--- src/rtl/alu_add_issue_if.sv ---
// Request/result handshake bundle for the add-issue stage.
// master drives requests and consumes results; slave is the issue block.
interface alu_add_issue_if #(
  parameter int unsigned W = 32
);
  logic         in_valid;
  logic         in_ready;
  logic [2:0]   in_op;
  logic [W-1:0] in_a;
  logic [W-1:0] in_b;

  logic         out_valid;
  logic         out_ready;
  logic [W-1:0] out_result;
  logic [3:0]   out_flags;

  modport master (
    output in_valid, in_op, in_a, in_b, out_ready,
    input  in_ready, out_valid, out_result, out_flags
  );

  modport slave (
    input  in_valid, in_op, in_a, in_b, out_ready,
    output in_ready, out_valid, out_result, out_flags
  );
endinterface

--- src/rtl/alu_add_issue.sv ---
// Issue stage for an external prefix adder: one-op issue register, sticky
// carry for ADC/SBC chains, and a 2-entry result FIFO with {Z,N,C,V} flags.
module alu_add_issue #(
  parameter int unsigned W = 32
) (
  input  logic           clk,
  input  logic           rst_n,
  alu_add_issue_if.slave bus,
  output logic [W-1:0]   add_a,
  output logic [W-1:0]   add_b,
  output logic           add_cin,
  input  logic [W-1:0]   add_sum,
  input  logic           add_cout
);

  typedef enum logic [2:0] {
    OP_ADD = 3'b000,
    OP_SUB = 3'b001,
    OP_INC = 3'b010,
    OP_DEC = 3'b011,
    OP_NEG = 3'b100,
    OP_CMP = 3'b101,
    OP_ADC = 3'b110,
    OP_SBC = 3'b111
  } op_e;

  localparam int unsigned EW = W + 4;

  logic          s1_valid;
  op_e           s1_op;
  logic [W-1:0]  s1_a;
  logic [W-1:0]  s1_b;
  logic          carry;

  logic          s1_adv;
  logic          in_accept;
  logic          push;
  logic          pop;
  logic          carry_upd;
  logic [W-1:0]  push_result;
  logic [3:0]    push_flags;

  logic [EW-1:0] fifo_mem [2];
  logic          wr_ptr;
  logic          rd_ptr;
  logic [1:0]    fifo_count;

  // Stage 1 may drain whenever the FIFO has room or is popping this cycle.
  assign s1_adv       = s1_valid && ((fifo_count < 2'd2) || bus.out_ready);
  assign bus.in_ready = rst_n && (!s1_valid || s1_adv);
  assign in_accept    = bus.in_valid && bus.in_ready;
  assign push         = s1_adv;
  assign pop          = (fifo_count != 2'd0) && bus.out_ready;

  always_ff @(posedge clk or negedge rst_n) begin
    if (!rst_n) begin
      s1_valid <= 1'b0;
      s1_op    <= OP_ADD;
      s1_a     <= '0;
      s1_b     <= '0;
    end else if (in_accept) begin
      s1_valid <= 1'b1;
      s1_op    <= op_e'(bus.in_op);
      s1_a     <= bus.in_a;
      s1_b     <= bus.in_b;
    end else if (s1_adv) begin
      s1_valid <= 1'b0;
    end
  end

  always_comb begin
    add_a   = '0;
    add_b   = '0;
    add_cin = 1'b0;
    if (s1_valid) begin
      case (s1_op)
        OP_ADD: begin add_a = s1_a; add_b = s1_b;  add_cin = 1'b0;  end
        OP_SUB: begin add_a = s1_a; add_b = ~s1_b; add_cin = 1'b1;  end
        OP_INC: begin add_a = s1_a; add_b = '0;    add_cin = 1'b1;  end
        OP_DEC: begin add_a = s1_a; add_b = '1;    add_cin = 1'b0;  end
        OP_NEG: begin add_a = '0;   add_b = ~s1_a; add_cin = 1'b1;  end
        OP_CMP: begin add_a = s1_a; add_b = ~s1_b; add_cin = 1'b1;  end
        OP_ADC: begin add_a = s1_a; add_b = s1_b;  add_cin = carry; end
        OP_SBC: begin add_a = s1_a; add_b = ~s1_b; add_cin = carry; end
        default: begin add_a = '0;  add_b = '0;    add_cin = 1'b0;  end
      endcase
    end
  end

  always_comb begin
    push_flags[3] = (add_sum == '0);
    push_flags[2] = add_sum[W-1];
    push_flags[1] = add_cout;
    push_flags[0] = (add_a[W-1] == add_b[W-1]) && (add_sum[W-1] != add_a[W-1]);
    push_result   = (s1_op == OP_CMP) ? '0 : add_sum;
  end

  always_comb begin
    carry_upd = 1'b0;
    case (s1_op)
      OP_ADD, OP_SUB, OP_CMP, OP_ADC, OP_SBC: carry_upd = 1'b1;
      default:                                carry_upd = 1'b0;
    endcase
  end

  // Only one op is ever in stage 1, so the next ADC/SBC always sees this update.
  always_ff @(posedge clk or negedge rst_n) begin
    if (!rst_n) begin
      carry <= 1'b0;
    end else if (s1_adv && carry_upd) begin
      carry <= add_cout;
    end
  end

  always_ff @(posedge clk or negedge rst_n) begin
    if (!rst_n) begin
      wr_ptr     <= 1'b0;
      rd_ptr     <= 1'b0;
      fifo_count <= 2'd0;
      for (int unsigned i = 0; i < 2; i++) begin
        fifo_mem[i] <= '0;
      end
    end else begin
      if (push) begin
        fifo_mem[wr_ptr] <= {push_result, push_flags};
        wr_ptr           <= ~wr_ptr;
      end
      if (pop) begin
        rd_ptr <= ~rd_ptr;
      end
      case ({push, pop})
        2'b10:   fifo_count <= fifo_count + 2'd1;
        2'b01:   fifo_count <= fifo_count - 2'd1;
        default: fifo_count <= fifo_count;
      endcase
    end
  end

  assign bus.out_valid  = (fifo_count != 2'd0);
  assign bus.out_result = fifo_mem[rd_ptr][EW-1:4];
  assign bus.out_flags  = fifo_mem[rd_ptr][3:0];

endmodule

--- src/flat_wrapper.sv ---
// flat-port wrapper written by rule: the top's interface ports become plain ports
module alu_add_issue_flat 
#(
  parameter int unsigned W = 32
)
  (clk, rst_n, add_a, add_b, add_cin, add_sum, add_cout, bus_in_valid, bus_in_op, bus_in_a, bus_in_b, bus_out_ready, bus_in_ready, bus_out_valid, bus_out_result, bus_out_flags);
  alu_add_issue_if #(.W(W)) bus_i ();
  input  logic clk;
  input  logic rst_n;
  output logic [W-1:0] add_a;
  output logic [W-1:0] add_b;
  output logic add_cin;
  input  logic [W-1:0] add_sum;
  input  logic add_cout;
  input wire logic [$bits(bus_i.in_valid)-1:0] bus_in_valid;
  input wire logic [$bits(bus_i.in_op)-1:0] bus_in_op;
  input wire logic [$bits(bus_i.in_a)-1:0] bus_in_a;
  input wire logic [$bits(bus_i.in_b)-1:0] bus_in_b;
  input wire logic [$bits(bus_i.out_ready)-1:0] bus_out_ready;
  output wire logic [$bits(bus_i.in_ready)-1:0] bus_in_ready;
  output wire logic [$bits(bus_i.out_valid)-1:0] bus_out_valid;
  output wire logic [$bits(bus_i.out_result)-1:0] bus_out_result;
  output wire logic [$bits(bus_i.out_flags)-1:0] bus_out_flags;
  assign bus_i.in_valid = bus_in_valid;
  assign bus_i.in_op = bus_in_op;
  assign bus_i.in_a = bus_in_a;
  assign bus_i.in_b = bus_in_b;
  assign bus_i.out_ready = bus_out_ready;
  assign bus_in_ready = bus_i.in_ready;
  assign bus_out_valid = bus_i.out_valid;
  assign bus_out_result = bus_i.out_result;
  assign bus_out_flags = bus_i.out_flags;
  alu_add_issue #(.W(W)) u_core (.clk(clk), .rst_n(rst_n), .bus(bus_i), .add_a(add_a), .add_b(add_b), .add_cin(add_cin), .add_sum(add_sum), .add_cout(add_cout));
endmodule
--- config.mk ---
export PLATFORM = sky130hd
export DESIGN_NAME = alu_add_issue_flat
export DESIGN_NICKNAME = d
export VERILOG_FILES = /design/src/rtl/alu_add_issue_if.sv /design/src/rtl/alu_add_issue.sv /design/src/flat_wrapper.sv
export SDC_FILE = /design/constraint.sdc
export NUM_CORES = 1
export LEC_CHECK = 0
export CAP_MARGIN = 20
export CORE_ASPECT_RATIO = 0.9
export CORE_UTILIZATION = 40
export CTS_BUF_LIST = sky130_fd_sc_hd__clkbuf_8
export DETAILED_ROUTE_END_ITERATION = 16
export PLACE_DENSITY = 0.78
export SYNTH_ARGS = -nofsm -noshare
export SYNTH_HDL_FRONTEND = slang
export SYNTH_SLANG_ARGS = --single-unit
export TNS_END_PERCENT = 1
--- constraint.sdc ---
create_clock -name clk -period 1.6 [get_ports clk]
set_input_delay 0.24 -clock clk [delete_from_list [all_inputs] [get_ports clk]]
set_output_delay 0.24 -clock clk [all_outputs]
set_load 0.02 [all_outputs]
[Yosys cells after proc, flatten, opt, wreduce, memory -nomap -nowiden]
Index checks and enable logic that the tools add are counted.
Operators by class
  reduce and logical (&&, ||, !) cells: 22
  multiplexer cells: 17
  equality and inequality tests: 11
  add/subtract/negate cells: 2
  magnitude comparators: 4
  bitwise gates (word level): 6
Operators by type and width (count)
  case mux 32 bit (5 select lines): 1
  2-to-1 mux 36 bit: 4
  2-to-1 mux 32 bit: 3
  bitwise mux 72 bit: 1
  inverter 32 bit: 2
  case mux 32 bit (2 select lines): 1
  demux 36 bit (select 1 bit): 1
  zero test 32 bit: 1
  == test 3 bit, second input constant: 4
  logical AND 1 bit: 7
  OR reduction 7 bit: 1
  == test 3 x 2 -> 1 bit, second input constant: 2
  nonzero test 2 bit: 3
  OR reduction 2 bit: 3
  OR reduction 5 bit: 1
  greater-or-equal comparator 2 bit, second input constant: 2
  2-to-1 mux 1 bit: 4
  inverter 1 -> 2 bit: 2
  case mux 2 bit (2 select lines): 1
  OR reduction 4 bit: 1
  == test 3 x 1 -> 1 bit, second input constant: 1
  zero test 3 bit: 1
  case mux 1 bit (3 select lines): 1
  OR reduction 3 bit: 1
  11 further kinds: 13
Storage, ports and cells
  output and inout port bits: 103
  input bits: 104
  register bits after elaboration: 145
  logic and storage cells: 72

[Depth between registers and ports, before layout]
Gate-level depths: netlist (run 1).
  depth in word-level cells: 7
  mapped depth: 7
  mapped depth without buffers: 6

[Worst setup path before layout (run 1)]
No wires, ideal clock.
  path type: register to output
  from: reg u_core.s1_op[2]
  to: out add_b[5]
  stages on the path, launching flop included: 7
  arrival time: 1.381 ns
  slack: -0.021 ns
  required time: 1.360 ns
  cells stage by stage: dfrtp_1 > buf_2 > buf_2 > buf_2 > a211oi_1 > a211oi_1 > nor2_1
Between the ends
  longest elaborated chain between the ends: 4
  elaborated cells between the ends (all ways): 12
  classes of those cells: eq/ne (7); mux (2); reduce/logical (3)
RTL lines
  from (decl): line alu_add_issue.sv:30  | op_e s1_op;
  from (signal assigned): line alu_add_issue.sv:63  | s1_op <= op_e'(bus.in_op);
  == test 3 x 1 -> 1 bit, or another cell as far along: line alu_add_issue.sv:76  | case (s1_op)
  OR reduction 3 bit (no line) / OR reduction 2 bit (equally long branches)
  case mux 32 bit (5 select lines) (*): line alu_add_issue.sv:76
  2-to-1 mux 32 bit (*): line alu_add_issue.sv:75  | if (s1_valid) begin
  to (decl): line flat_wrapper.sv:11  | output logic [W-1:0] add_b;
Mark *: on every way between the ends. The rest lies on a longest branch, timed or not.

[Final worst setup path (run 1)]
  from: reg u_core.s1_op[2]
  to: out add_b[31]
The elaborated chain is that of the path after synthesis.

==> results.txt, run 1 <==
----------------------------------------------------
[Critical path]
  Endpoint of the worst-slack reg-to-reg timing path ... u_core.fifo_mem[0]
  Depth of the worst register-to-register path ... 9
  Critical path launch point type ... flip-flop
  Capturing instance or port of the critical path ... add_b[31]
  Type of the worst setup path ... flip-flop to primary output
  Largest delay contributor family on the critical path ... flip-flops
  Number of gates on the worst path with buffers counted ... 7
  Arr. time, crit path ... 1.94 ns
  Library cell contributing the largest single delay on the critical path ... sky130_fd_sc_hd__dfrtp_2
  R2R setup slack ... -0.22 ns
  Most frequent CP cell ... sky130_fd_sc_hd__buf_6
  Worst Path Required ... 1.36 ns
  Launch point of the worst path ... u_core.s1_op[2]
  Endpoint kind of the worst setup timing path ... primary output
  R2r startpoint ... u_core.s1_op[2]
  Delay of the slowest critical-path stage ... 0.47 ns
  Worst Path Max Fanout ... 7
  Number of buffer and inverter stages on the critical path ... 3
  Worst path cell trace ... buf_8 -> buf_6 -> nand2b_4 -> a21o_1 -> a32oi_2 -> and2_4 -> buf_6

[Pwr]
  Relative contribution of the clock network to total power ... 15.6%
  Max IR drop VDD ... 0.7735 mV
  Comb pwr share ... 51.9%
  Sequential power share ... 32.6%
  Net switching power ... 6.863 mW
  Overall Power ... 17.31 mW
  Internal power ... 10.44 mW
  Pwr dens ... 1549 mW/mm^2
  Leakage Power ... 5.279 nW
  Share of total power consumed by net switching ... 39.66%

[Detailed routing]
  Number of detailed-routing iterations run before antenna repair ... 5
  Wire length per cell after detailed routing ... 17.90 um
  Routed via count ... 6870
  Count of unresolved DRC violations after routing ... 0
  Detailed-route wire length on metal 1 ... 10.13 mm
  Sum of met3 wire segment lengths after detailed routing ... 1.194 mm
  Aggregate routed wire length ... 23.36 mm
  Via density per instance ... 5.264
  Routed wire length on met2 ... 11.37 mm
  Iteration-0 DRC Markers ... 471
  Remaining antenna violation count ... 0
  Highest layer used for signal routing ... met4

[Finish]
  Post-layout instance area ... 0.01118 mm^2
  Net count of the finished layout ... 1151
  Fraction of layout instances using a drive strength above 1 ... 39.94%
  Synth-to-Final Area Change ... 49.11%

[Timing]
  Final critical path time including I/O delays and setup ... 2.178 ns
  Final hold violations ... 0
  Tcrit/Tclk final ... 136.1%
  Max Transition Viols Final ... 0
  Unrepaired setup endpoints after global routing ... yes
  Final setup violating endpoints ... 140
  Actual slew at the worst max-slew pin ... 0.7795 ns
  Worst slew slack as a fraction of its limit ... 48.04%
  Largest clock skew in the final design ... 0.02017 ns
  Final setup slack of the worst path ... -0.5779 ns
  Timing-limited maximum frequency ... 0.4592 GHz

[Synthesis]
  Mapped Avg Cell Area ... 9.887 um^2
  Sequential area share after synthesis ... 48.41%
  Leading cell types by total area after synthesis ... sky130_fd_sc_hd__dfrtp_1 (48%), sky130_fd_sc_hd__mux2_2 (13%), sky130_fd_sc_hd__nand2_1 (6.9%)
  Cell with the most instances after synthesis ... sky130_fd_sc_hd__dfrtp_1
  Yosys warning count ... 0
  Flop and latch count out of synthesis ... 145
  Mapped Nets ... 863
  Post-synth EDFFs ... 0
  Cell type contributing the most total cell area after synthesis ... sky130_fd_sc_hd__dfrtp_1
  Top_reg_cell synth ... sky130_fd_sc_hd__dfrtp_1
  Share of synthesized flip-flops with an asynchronous set or reset ... 100.0%
  Most frequent cells after synthesis ... sky130_fd_sc_hd__dfrtp_1 (145), sky130_fd_sc_hd__nand2_1 (138), sky130_fd_sc_hd__mux2_2 (89)
  Combined area of all synthesized cells ... 0.007495 mm^2
  Synth unique cells ... 38
  Share of the synthesized area in the top cell type ... 48.41%
  Cells after Synth ... 758

[Floorplan]
  Placeable core area ... 0.01835 mm^2
  Number of placement rows ... 47
  Floorplan die area ... 0.01929 mm^2
  Die boundary height ... 131.9 um
  Die span in x ... 146.3 um
  Io pins ... 207
  Starting utilization of the core area ... 40.85%

[Global routing]
  Initial antenna violation count ... 1
  Number of global-route vias before repair ... 6896
  GRT overflow ... 0
  Wire length of the first global-routing pass ... 36.60 mm
  Combined global-route utilization of all metal layers ... 24.18%
  Pin count of the biggest net entering global routing ... 146

[Place]
  DP Wirelength ... 14.36 mm
  Area after DPL ... 0.01056 mm^2
  Gp weighted congestion ... 0.8305
  Buffers added on ports ... 206
  Worst slack, placed ... -0.5309 ns

[Run status]
  Violated checks ... negative setup slack
  Status ... finished with violations

[Clocking]
  Total clock buffers created by CTS ... 17
  Clock edge transition at the registers on the reported setup and hold paths ... 0.08 ns
  Maximum clock path buffer count ... 2
  Worst-skew pair later-pin latency ... 0.45 ns
  CTS tree ... yes
  Max H-tree Level ... 4
  Total number of clock tree sinks ... 145
  Clock Root Buffer ... sky130_fd_sc_hd__clkbuf_8

[Job]
  Max-capacitance violation count ... 0

[Hold path]
  Worst hold path type ... input port to flip-flop

----------------------------------------------------
==> registers in the layout, indices dropped and copies added, names as in the netlist <==
name,cells
u_core.fifo_mem,72
u_core.s1_a,32
u_core.s1_b,32
u_core.s1_op,3
u_core.fifo_count,2
u_core.carry,1
u_core.rd_ptr,1
u_core.s1_valid,1
u_core.wr_ptr,1
==> cell type report <==
class,instances,area [um^2]
fill,1583,7172
multi-input combinational,549,3839
sequential,145,3635
timing repair buffer,331,3030
tap,245,306.5
clock buffer,17,234.0
clock inverter,15,121.4
inverter,2,7.507
antenna,1,2.502
==> worst min-delay path by stage <==
stage,start,endpoint,slack [ns],cells after the start
after detailed placement,rst_n,u_core.fifo_mem[33],0.46,2
final,rst_n,u_core.s1_valid,0.26,4
after CTS,rst_n,u_core.s1_valid,0.22,4
after global routing,rst_n,u_core.s1_valid,0.23,4
after global placement,rst_n,u_core.rd_ptr,0.46,2
after floorplan,rst_n,u_core.carry,-0.06,0
==> worst min-delay path, cell delays in order <==
cell                      delay (ns)
sky130_fd_sc_hd__buf_6          0.07
sky130_fd_sc_hd__and2_4         0.17
sky130_fd_sc_hd__nand2_8        0.09
sky130_fd_sc_hd__nand2_1        0.07
==> per-layer routing <==
| metal | vias to the layer above | GRT usage [%] |
|---|---|---|
| met5 | - | 0 |
| met4 | 0 | 8.623 |
| met3 | 40 | 5.675 |
| met2 | 200 | 40.26 |
| met1 | 3381 | 30.76 |
| li1 | 3249 | - |
==> repair_timing <==
item                                   in CTS  in global routing
resized for setup                         455                116
setup buffers                              15                  1
endpoints found under the hold margin     145                  0
pin swaps                                  66                 24
cloned                                      6                  0
setup endpoints to repair                 173                235
hold buffers                                1                  0
==> cells by family (layout without fill, tap and decap cells) <==
family	count (synthesis)	in the layout	synth area share, %
XOR/XNOR	4	4	0.4675
other	0	1	0
multiplexers	110	110	17.45
flip-flops	145	145	48.41
buffers and inverters	68	365	4.507
AO/OA/AOI/OAI	134	134	11.24
AND/OR/NAND/NOR	296	300	17.76
adder cells (fa/ha/maj)	1	1	0.1669
==> cells in the final DEF, fill, tap and decap left out, types with 21 or more instances in the layout <==
master	instances
sky130_fd_sc_hd__buf_6	21
sky130_fd_sc_hd__nand3_1	28
sky130_fd_sc_hd__and3_1	30
sky130_fd_sc_hd__o21ai_1	51
sky130_fd_sc_hd__a211oi_1	43
sky130_fd_sc_hd__mux2_2	77
sky130_fd_sc_hd__nand2_1	138
sky130_fd_sc_hd__clkdlybuf4s50_1	102
sky130_fd_sc_hd__buf_4	128
sky130_fd_sc_hd__mux2_4	31
sky130_fd_sc_hd__dfrtp_1	140
sky130_fd_sc_hd__buf_2	42
sky130_fd_sc_hd__nor2_1	51
==> stage by stage <==
| stage | util (%) | std cells | hold slack (ns) | setup TNS, ns |
|---|---|---|---|---|
| 2_1_floorplan | - | 758 | -0.05559 | -0.5905 |
| 3_3_place_gp | 57.58 | 1249 | 0.4551 | -58.31 |
| 3_5_place_dp | 57.58 | 1249 | 0.4554 | -60.65 |
| 4_1_cts | 59.75 | 1303 | 0.2170 | -46.49 |
| 5_1_grt | 60.91 | 1305 | 0.2302 | -55.16 |
| 6_report | 60.91 | 1305 | 0.2551 | -41.77 |
==> power groups by stage <==
stage	logic, mW	registers [mW]	clock network, mW
6_report	8.98	5.63	2.70
5_1_grt	9.60	5.77	2.92
4_1_cts	8.44	5.58	2.78
3_5_place_dp	8.53	5.61	0
3_3_place_gp	8.37	5.55	0
2_1_floorplan	4.68	5.47	0
(Power assumes the default switching activity.)
==> run 2: changes to the inputs <==
MAX_ROUTING_LAYER = met4   (was not set)
==> results.txt, run 2 (synthesized netlist as in run 1, its figures left out) <==
----------------------------------------------------
[Global routing]
  Number of global-route vias before repair ... 6885
  Pin count of the biggest net entering global routing ... 146
  Combined global-route utilization of all metal layers ... 24.95%
  Initial antenna violation count ... 2
  Wire length of the first global-routing pass ... 36.60 mm
  GRT overflow ... 0

[Run status]
  Status ... finished with violations
  Violated checks ... negative setup slack

[Floorplan]
  Starting utilization of the core area ... 40.85%
  Die span in x ... 146.3 um
  Number of placement rows ... 47
  Io pins ... 207
  Floorplan die area ... 0.01929 mm^2
  Die boundary height ... 131.9 um
  Placeable core area ... 0.01835 mm^2

[Finish]
  Top register by number of flip-flops ... u_core.fifo_mem
  Most common cell after layout, fill and taps aside ... sky130_fd_sc_hd__dfrtp_1
  Most used cells in the layout excluding fill and tap cells ... sky130_fd_sc_hd__dfrtp_1 (140), sky130_fd_sc_hd__nand2_1 (138), sky130_fd_sc_hd__buf_4 (128)
  Registers with the most flip-flops ... u_core.fifo_mem (72), u_core.s1_a (32), u_core.s1_b (32)
  Net count of the finished layout ... 1151
  Fraction of layout instances using a drive strength above 1 ... 39.85%
  Synth-to-Final Area Change ... 49.07%
  Max reg flops ... 72
  Final non-filler cell total ... 1306
  Fill cells ... 1583

[Place]
  Cell count after placement ... 1249
  Worst slack, placed ... -0.5309 ns
  Gp weighted congestion ... 0.8445
  DP Wirelength ... 14.36 mm
  Buffers added on ports ... 206

[Hold path]
  Worst hold path type ... input port to flip-flop

[Clocking]
  Clock edge transition at the registers on the reported setup and hold paths ... 0.08 ns
  Total clock buffers created by CTS ... 17
  Clock Root Buffer ... sky130_fd_sc_hd__clkbuf_8
  CTS tree ... yes
  Max H-tree Level ... 4
  Total number of clock tree sinks ... 145
  Maximum clock path buffer count ... 2
  Worst-skew pair later-pin latency ... 0.45 ns

[Pwr]
  Overall Power ... 17.29 mW
  Max IR drop VDD ... 0.7750 mV
  Pwr dens ... 1548 mW/mm^2
  Leakage Power ... 5.279 nW

[Timing]
  Final setup slack of the worst path ... -0.5841 ns
  Largest clock skew in the final design ... 0.01865 ns
  Max Transition Viols Final ... 0
  Tcrit/Tclk final ... 136.5%
  Final setup violating endpoints ... 141
  Final critical path time including I/O delays and setup ... 2.184 ns
  Unrepaired setup endpoints after global routing ... yes
  Actual slew at the worst max-slew pin ... 0.7787 ns
  Final hold violations ... 0
  Worst slew slack as a fraction of its limit ... 48.09%
  Timing-limited maximum frequency ... 0.4578 GHz

[Critical path]
  Type of the worst setup path ... flip-flop to primary output
  Worst Path Max Fanout ... 7
  Endpoint kind of the worst setup timing path ... primary output
  Most frequent CP cell ... sky130_fd_sc_hd__buf_6
  Library cell contributing the largest single delay on the critical path ... sky130_fd_sc_hd__dfrtp_2
  Critical path launch point type ... flip-flop
  Worst path cell trace ... buf_8 -> buf_6 -> nand2b_4 -> a21o_1 -> a32oi_2 -> and2_4 -> buf_6
  Delay of the slowest critical-path stage ... 0.47 ns
  Worst Path Required ... 1.36 ns
  R2R setup slack ... -0.22 ns
  Arr. time, crit path ... 1.94 ns

[Detailed routing]
  Count of unresolved DRC violations after routing ... 0
  Iteration-0 DRC Markers ... 388
  Routed via count ... 6860
  Number of detailed-routing iterations run before antenna repair ... 4
  Remaining antenna violation count ... 0
  Wire length per cell after detailed routing ... 17.83 um
  Via density per instance ... 5.253
  Aggregate routed wire length ... 23.29 mm

[Job]
  Max-capacitance violation count ... 0

----------------------------------------------------
## run 2: cell types whose count changed in the layout (fill, tap and decap cells not counted), sizes merged
cell   delta
diode     +1
## run 2: metrics by stage
step	hold WS (ns)	setup TNS [ns]	area (um^2)	util, %
floorplan	-0.05559	-0.5905	7497	-
global placement	0.4551	-58.31	10560	57.58
detailed placement	0.4554	-60.65	10560	57.58
CTS	0.2170	-46.49	10960	59.75
global route	0.2285	-55.28	11170	60.89
finish	0.2470	-42.51	11170	60.89
## run 2: path summary, 6_finish.rpt
| check | end | from | cells past startpoint |
|---|---|---|---|
| max | add_b[31] | u_core.s1_op[2] | 7 |
| max in group asynchronous | u_core.s1_op[1] | rst_n | 3 |
| min reg2reg | u_core.fifo_mem[12] | u_core.fifo_mem[12] | 2 |
| max reg2reg | u_core.fifo_mem[0] | u_core.s1_op[2] | 9 |
| min in group asynchronous | u_core.wr_ptr | rst_n | 3 |
| min | u_core.s1_valid | rst_n | 4 |
## run 2: critical path, delay by kind of cell, from the launching register on
kind	cells	cell delay [ns]
flops	1	0.47
compound gates	2	0.33
buf+inv	3	0.41
simple gates	2	0.29
## run 2: power by group
| group | total (mW) | leakage, nW | internal [mW] | switching (mW) |
|---|---|---|---|---|
| registers | 5.63 | 1.76 | 4.88 | 0.749 |
| logic | 8.96 | 3.35 | 4.44 | 4.52 |
| clock network | 2.70 | 0.172 | 1.11 | 1.59 |
## run 2: layout make-up
| class | count | area, um^2 | area share [%] |
|---|---|---|---|
| inverter | 2 | 7.507 | 0.06720 |
| tap | 245 | 306.5 | 2.744 |
| timing repair buffer | 331 | 3024 | 27.07 |
| antenna | 2 | 5.005 | 0.04480 |
| multi-input combinational | 549 | 3839 | 34.36 |
| clock buffer | 17 | 234.0 | 2.094 |
| sequential | 145 | 3635 | 32.53 |
| clock inverter | 15 | 121.4 | 1.086 |
## run 2: metal layers
metal	vias to the layer above	wire length [um]	global-route usage, %
met5	-	0	-
met4	0	604	9.028
met3	38	1114	5.225
met2	201	11460	39.95
met1	3368	10110	31.21
li1	3253	-	-
## run 2: what timing repair did
item,CTS,global route
pin swaps,66,24
hold endpoints to repair,145,0
endpoints found under the setup margin,173,235
resized for setup,455,114
setup buffers,15,1
cloned,6,0
hold buffers,1,0
==> run 3: changes to the inputs <==
SKIP_CTS_REPAIR_TIMING = 1   (was not set)
==> results.txt, run 3 (synthesized netlist as in run 1, its figures left out) <==
----------------------------------------------------
[Timing]
  Unrepaired setup endpoints after global routing ... yes
  Max Transition Viols Final ... 0
  Final setup slack of the worst path ... -0.6013 ns
  Actual slew at the worst max-slew pin ... 0.8029 ns
  Tcrit/Tclk final ... 137.6%
  Final hold violations ... 0
  Timing-limited maximum frequency ... 0.4543 GHz
  Final setup violating endpoints ... 139
  Final critical path time including I/O delays and setup ... 2.201 ns
  Largest clock skew in the final design ... 0.01886 ns
  Worst slew slack as a fraction of its limit ... 46.47%
  Sum of negative setup slack ... -42.15 ns

[Clocking]
  Max H-tree Level ... 4
  Worst-skew pair later-pin latency ... 0.45 ns
  Clock Root Buffer ... sky130_fd_sc_hd__clkbuf_8
  Total clock buffers created by CTS ... 17
  Maximum clock path buffer count ... 2
  Clock edge transition at the registers on the reported setup and hold paths ... 0.10 ns
  Total number of clock tree sinks ... 145
  CTS tree ... yes

[Finish]
  Net count of the finished layout ... 1153
  Top register by number of flip-flops ... u_core.fifo_mem
  Final non-filler cell total ... 1306
  Fraction of layout instances using a drive strength above 1 ... 42.51%
  Antenna diode count ... 0
  Most common cell after layout, fill and taps aside ... sky130_fd_sc_hd__dfrtp_1
  Max reg flops ... 72
  Registers with the most flip-flops ... u_core.fifo_mem (72), u_core.s1_a (32), u_core.s1_b (32)
  Synth-to-Final Area Change ... 52.62%
  Most used cells in the layout excluding fill and tap cells ... sky130_fd_sc_hd__dfrtp_1 (140), sky130_fd_sc_hd__nand2_1 (138), sky130_fd_sc_hd__clkdlybuf4s50_1 (102)
  Post-layout instance area ... 0.01144 mm^2

[Pwr]
  Pwr dens ... 1517 mW/mm^2
  Max IR drop VDD ... 0.7584 mV
  Leakage Power ... 5.442 nW

[Critical path]
  Worst Path Max Fanout ... 28
  Type of the worst setup path ... flip-flop to primary output
  Critical path launch point type ... flip-flop
  Endpoint kind of the worst setup timing path ... primary output
  Worst Path Required ... 1.36 ns
  Arr. time, crit path ... 1.96 ns

[Place]
  Gp weighted congestion ... 0.8445
  Area after DPL ... 0.01056 mm^2
  Worst slack, placed ... -0.5309 ns
  Cell count after placement ... 1249
  DP Wirelength ... 14.36 mm
  Buffers added on ports ... 206

[Floorplan]
  Die boundary height ... 131.9 um
  Starting utilization of the core area ... 40.85%
  Die span in x ... 146.3 um
  Placeable core area ... 0.01835 mm^2
  Io pins ... 207
  Number of placement rows ... 47
  Floorplan die area ... 0.01929 mm^2

[Global routing]
  Wire length of the first global-routing pass ... 34.20 mm
  Number of global-route vias before repair ... 6604
  GRT overflow ... 0
  Pin count of the biggest net entering global routing ... 146
  Initial antenna violation count ... 1
  Combined global-route utilization of all metal layers ... 22.96%

[Detailed routing]
  Wire length per cell after detailed routing ... 18.18 um
  Number of detailed-routing iterations run before antenna repair ... 4
  Count of unresolved DRC violations after routing ... 0
  Iteration-0 DRC Markers ... 422
  Routed via count ... 6906
  Via density per instance ... 5.288
  Remaining antenna violation count ... 0
  Aggregate routed wire length ... 23.74 mm

[Run status]
  Violated checks ... negative setup slack
  Status ... finished with violations

[Hold path]
  Worst hold path type ... input port to flip-flop

[Job]
  Max-capacitance violation count ... 0

----------------------------------------------------
==> run 3: worst max-delay path, stage by stage (launching register included) <==
cell and delay (ns):
sky130_fd_sc_hd__dfrtp_2 0.45, sky130_fd_sc_hd__buf_6 0.15, sky130_fd_sc_hd__clkbuf_16 0.23, sky130_fd_sc_hd__a211oi_4 0.31, sky130_fd_sc_hd__a211oi_4 0.07, sky130_fd_sc_hd__nor2_1 0.14
sky130_fd_sc_hd__clkbuf_2 0.19
==> run 3: metrics by stage <==
stage,utilization (%),hold WS [ns],total power [mW]
5_1_grt,62.34,0.3782,18.34
6_report,62.34,0.4010,17.35
2_1_floorplan,-,-0.05559,10.15
3_5_place_dp,57.58,0.4554,14.14
3_3_place_gp,57.58,0.4551,13.93
4_1_cts,59.51,-0.05166,16.90
==> run 3: metal layers <==
layer  routed length [um]  global-route usage (%)  vias up
li1                     -                       -     3233
met1                10530                   28.81     3418
met2                11510                   36.69      205
met3                 1036                   4.671       50
met4                  666                   8.449        0
met5                    0                       -        -
==> run 3: report_power, final <==
part,switching [mW],internal (mW),total [mW],leakage [nW]
combinational,4.61,4.42,9.03,3.51
clock,1.58,1.11,2.69,0.171
sequential,0.748,4.88,5.63,1.76
==> run 3: final cells by class <==
type,count,area [um^2]
repair buffers,333,3104
flip-flops and latches,145,3635
clock buffers,17,234.0
multi-input cells,549,4030
well taps,245,306.5
inverters,2,7.507
fillers,1525,6909
clock inverters,15,121.4
==> run 3: path summary, 6_finish.rpt <==
kind                                startpoint                   to  slack [ns]  depth (start not counted)
min reg2reg                u_core.fifo_mem[45]  u_core.fifo_mem[45]        0.48                          2
min                                add_sum[16]  u_core.fifo_mem[20]        0.40                          3
min in group asynchronous                rst_n        u_core.wr_ptr        0.52                          3
max                            u_core.s1_op[2]            add_b[15]       -0.60                          6
max reg2reg                    u_core.s1_op[1]  u_core.fifo_mem[36]       -0.17                          8
max in group asynchronous                rst_n      u_core.s1_op[1]        0.49                          3
==> variant: new RTL, config.mk and constraints of run 3 <==
`W` is set to 32 in 3 places; all go to 48.
--- a/src/rtl/alu_add_issue_if.sv
+++ b/src/rtl/alu_add_issue_if.sv
@@ -1,7 +1,7 @@
 // Request/result handshake bundle for the add-issue stage.
 // master drives requests and consumes results; slave is the issue block.
 interface alu_add_issue_if #(
-  parameter int unsigned W = 32
+  parameter int unsigned W = 48
 );
   logic         in_valid;
   logic         in_ready;
--- a/src/rtl/alu_add_issue.sv
+++ b/src/rtl/alu_add_issue.sv
@@ -1,7 +1,7 @@
 // Issue stage for an external prefix adder: one-op issue register, sticky
 // carry for ADC/SBC chains, and a 2-entry result FIFO with {Z,N,C,V} flags.
 module alu_add_issue #(
-  parameter int unsigned W = 32
+  parameter int unsigned W = 48
 ) (
   input  logic           clk,
   input  logic           rst_n,
--- a/src/flat_wrapper.sv
+++ b/src/flat_wrapper.sv
@@ -1,7 +1,7 @@
 // flat-port wrapper written by rule: the top's interface ports become plain ports
 module alu_add_issue_flat 
 #(
-  parameter int unsigned W = 32
+  parameter int unsigned W = 48
 )
   (clk, rst_n, add_a, add_b, add_cin, add_sum, add_cout, bus_in_valid, bus_in_op, bus_in_a, bus_in_b, bus_out_ready, bus_in_ready, bus_out_valid, bus_out_result, bus_out_flags);
   alu_add_issue_if #(.W(W)) bus_i ();
Ports: changed (6 resized); port bits go from 207 to 303. No check against the original RTL was run, so the function may have changed too.
==> variant against run 3 <==
  * The flow still finishes with violations (negative setup slack)
  * Critical endpoint is now add_b[6]
  * Synthesized area grew 43%
  * Routed wire length up 40%
  * Sequential cell count increased by 64
  * Count of clock-buffer cells in the layout increased by 23
  * Final area grew 38%
  * Worst setup slack lost 0.11 ns
  * Clock skew is 0.0070 ns higher
  * Largest cell class unchanged
  * Power is 40% higher
  * Largest power group unchanged
==> variant: results (changes against run 3) <==
Outcome
  • Status: finished with violations (unchanged)
  • Violated checks: negative setup slack (unchanged)

Global routing
  • First-pass GRT wire length: 52,100 µm (was 34,200 µm)
  • All-Layer GR Usage: 0.244 (was 0.230)
  • Initial antenna violation count: 0 (was 1)
  • Largest net degree at the start of global routing: 115 (was 146)
  • Grt met1 use: 0.311 (was 0.288)
  • Met3 Use GR: 0.0444 (was 0.0467)

Routing
  • WL met3: 1990 µm (was 1040 µm)
  • Final wirelength: 33,300 µm (was 23,700 µm)
  • Starting DRT DRC Count: 598 (was 422)
  • Met2 WL: 15,900 µm (was 11,500 µm)
  • DR vias: 9,951 (was 6,906)
  • Length of routed wiring on met1: 14,300 µm (was 10,500 µm)
  • Drt pass-1 iters: 5 (was 4)

Placement
  • Placed Area: 15,400 µm² (was 10,600 µm²)
  • Input/output buffers: 302 (was 206)
  • Routability cong.: 0.893 (was 0.845)
  • Dpl hpwl: 22,900 µm (was 14,400 µm)

Logic synthesis
  • Synth Area in Adders: 0.00117 (was 0.00167)
  • Mux cell area share after synthesis: 0.166 (was 0.174)
  • Synth top cells by count: dfrtp_1, nand2_1, mux2_1, nor2_1, a211oi_1 (was dfrtp_1, nand2_1, mux2_2, o21ai_0, nor2_1)
  • Post-synth net total: 1,251 (was 863)
  • Ranking of synthesized cells by area: dfrtp_1, mux2_1, nand2_1, a211oi_1, mux2_2 (was dfrtp_1, mux2_2, nand2_1, a211oi_1, o21ai_0)
  • Post-synthesis sequential area ratio: 0.488 (was 0.484)
  • Post-synthesis xor/xnor area fraction: 0.00327 (was 0.00467)

Worst setup path
  • Max incr delay on CP: 0.52 ns (was 0.45 ns)
  • WP data arrival: 2.07 ns (was 1.96 ns)
  • Slowest CP cell: dfrtp_4 (was dfrtp_2)
  • Worst-path maximum fanout: 7 (was 28)

Clocking
  • CTS H-tree lvls: 2 (was 4)
  • Clk buf depth: 3 (was 2)
  • Clock-pin transition on the worst setup and hold timing paths: 0.06 ns (was 0.10 ns)
  • Worst skew pair latency: 0.53 ns (was 0.45 ns)

Power
  • Clock share of power: 0.184 (was 0.155)
  • IR drop worst, VDD: 1.04 mV (was 0.758 mV)
  • Leak: 7.73 nW (was 5.44 nW)
  • Total power: 24.3 mW (was 17.3 mW)

Final layout
  • Share of cells above drive strength 1: 0.320 (was 0.425)
  • Regs by FF count: u_core.fifo_mem (104), u_core.s1_a (48), u_core.s1_b (48) (was u_core.fifo_mem (72), u_core.s1_a (32), u_core.s1_b (32))

STA
  • Slew headroom: 0.572 (was 0.465)
  • Setup TNS: -90.93 ns (was -42.15 ns)
  • Worst Clk Skew: 0.0259 ns (was 0.0189 ns)
  • Final setup viols: 253 (was 139)
  • Post-route setup slack: -0.708 ns (was -0.601 ns)
==> variant: cell count changes after synthesis, sizes merged, moves of 32 or more <==
| cell | delta |
|---|---|
| o21ai | +32 |
| a211oi | +32 |
| dfrtp | +64 |
| mux2 | +48 |
| nand2 | +64 |
==> variant: cell families after synthesis <==
kind of cell	count (synthesis)
and+or+nand+nor	429
DFF	209
AOI/OAI and AO/OA	198
muxes	158
buffers and inverters	99
xor gates and xnor gates	4
adders and majority gates	1
==> variant: stage by stage <==
| step | util | std cells |
|---|---|---|
| 2_1_floorplan | - | 1098 |
| 3_3_place_gp | 0.586 | 1830 |
| 3_5_place_dp | 0.586 | 1830 |
| 4_1_cts | 0.610 | 1890 |
| 5_1_grt | 0.604 | 1894 |
| 6_report | 0.604 | 1895 |
==> variant: final timing paths <==
check	start	endpoint	slack [ns]	cells after the start
max reg2reg	u_core.s1_op[2]$_DFFE_PN0P_	u_core.fifo_mem[52]$_DFFE_PN0P_	-0.16	8
min in group asynchronous	rst_n	u_core.s1_valid$_DFFE_PN0P_	0.46	3
max in group asynchronous	rst_n	u_core.s1_a[10]$_DFFE_PN0P_	0.63	3
max	u_core.s1_op[2]$_DFFE_PN0P_	add_b[6]	-0.71	7
min	bus_in_b[23]	u_core.s1_b[23]$_DFFE_PN0P_	0.30	2
min reg2reg	u_core.fifo_mem[60]$_DFFE_PN0P_	u_core.fifo_mem[60]$_DFFE_PN0P_	0.47	2
==> variant: cell type report <==
class	count	area, µm²
Inverter	2	7.51
Timing Repair Buffer	485	4240
Fill cell	2169	10400
Tap cell	348	435
Clock buffer	40	551
Antenna cell	1	2.50
Multi-Input combinational cell	790	5260
Sequential cell	209	5240
Clock inverter	20	88.8
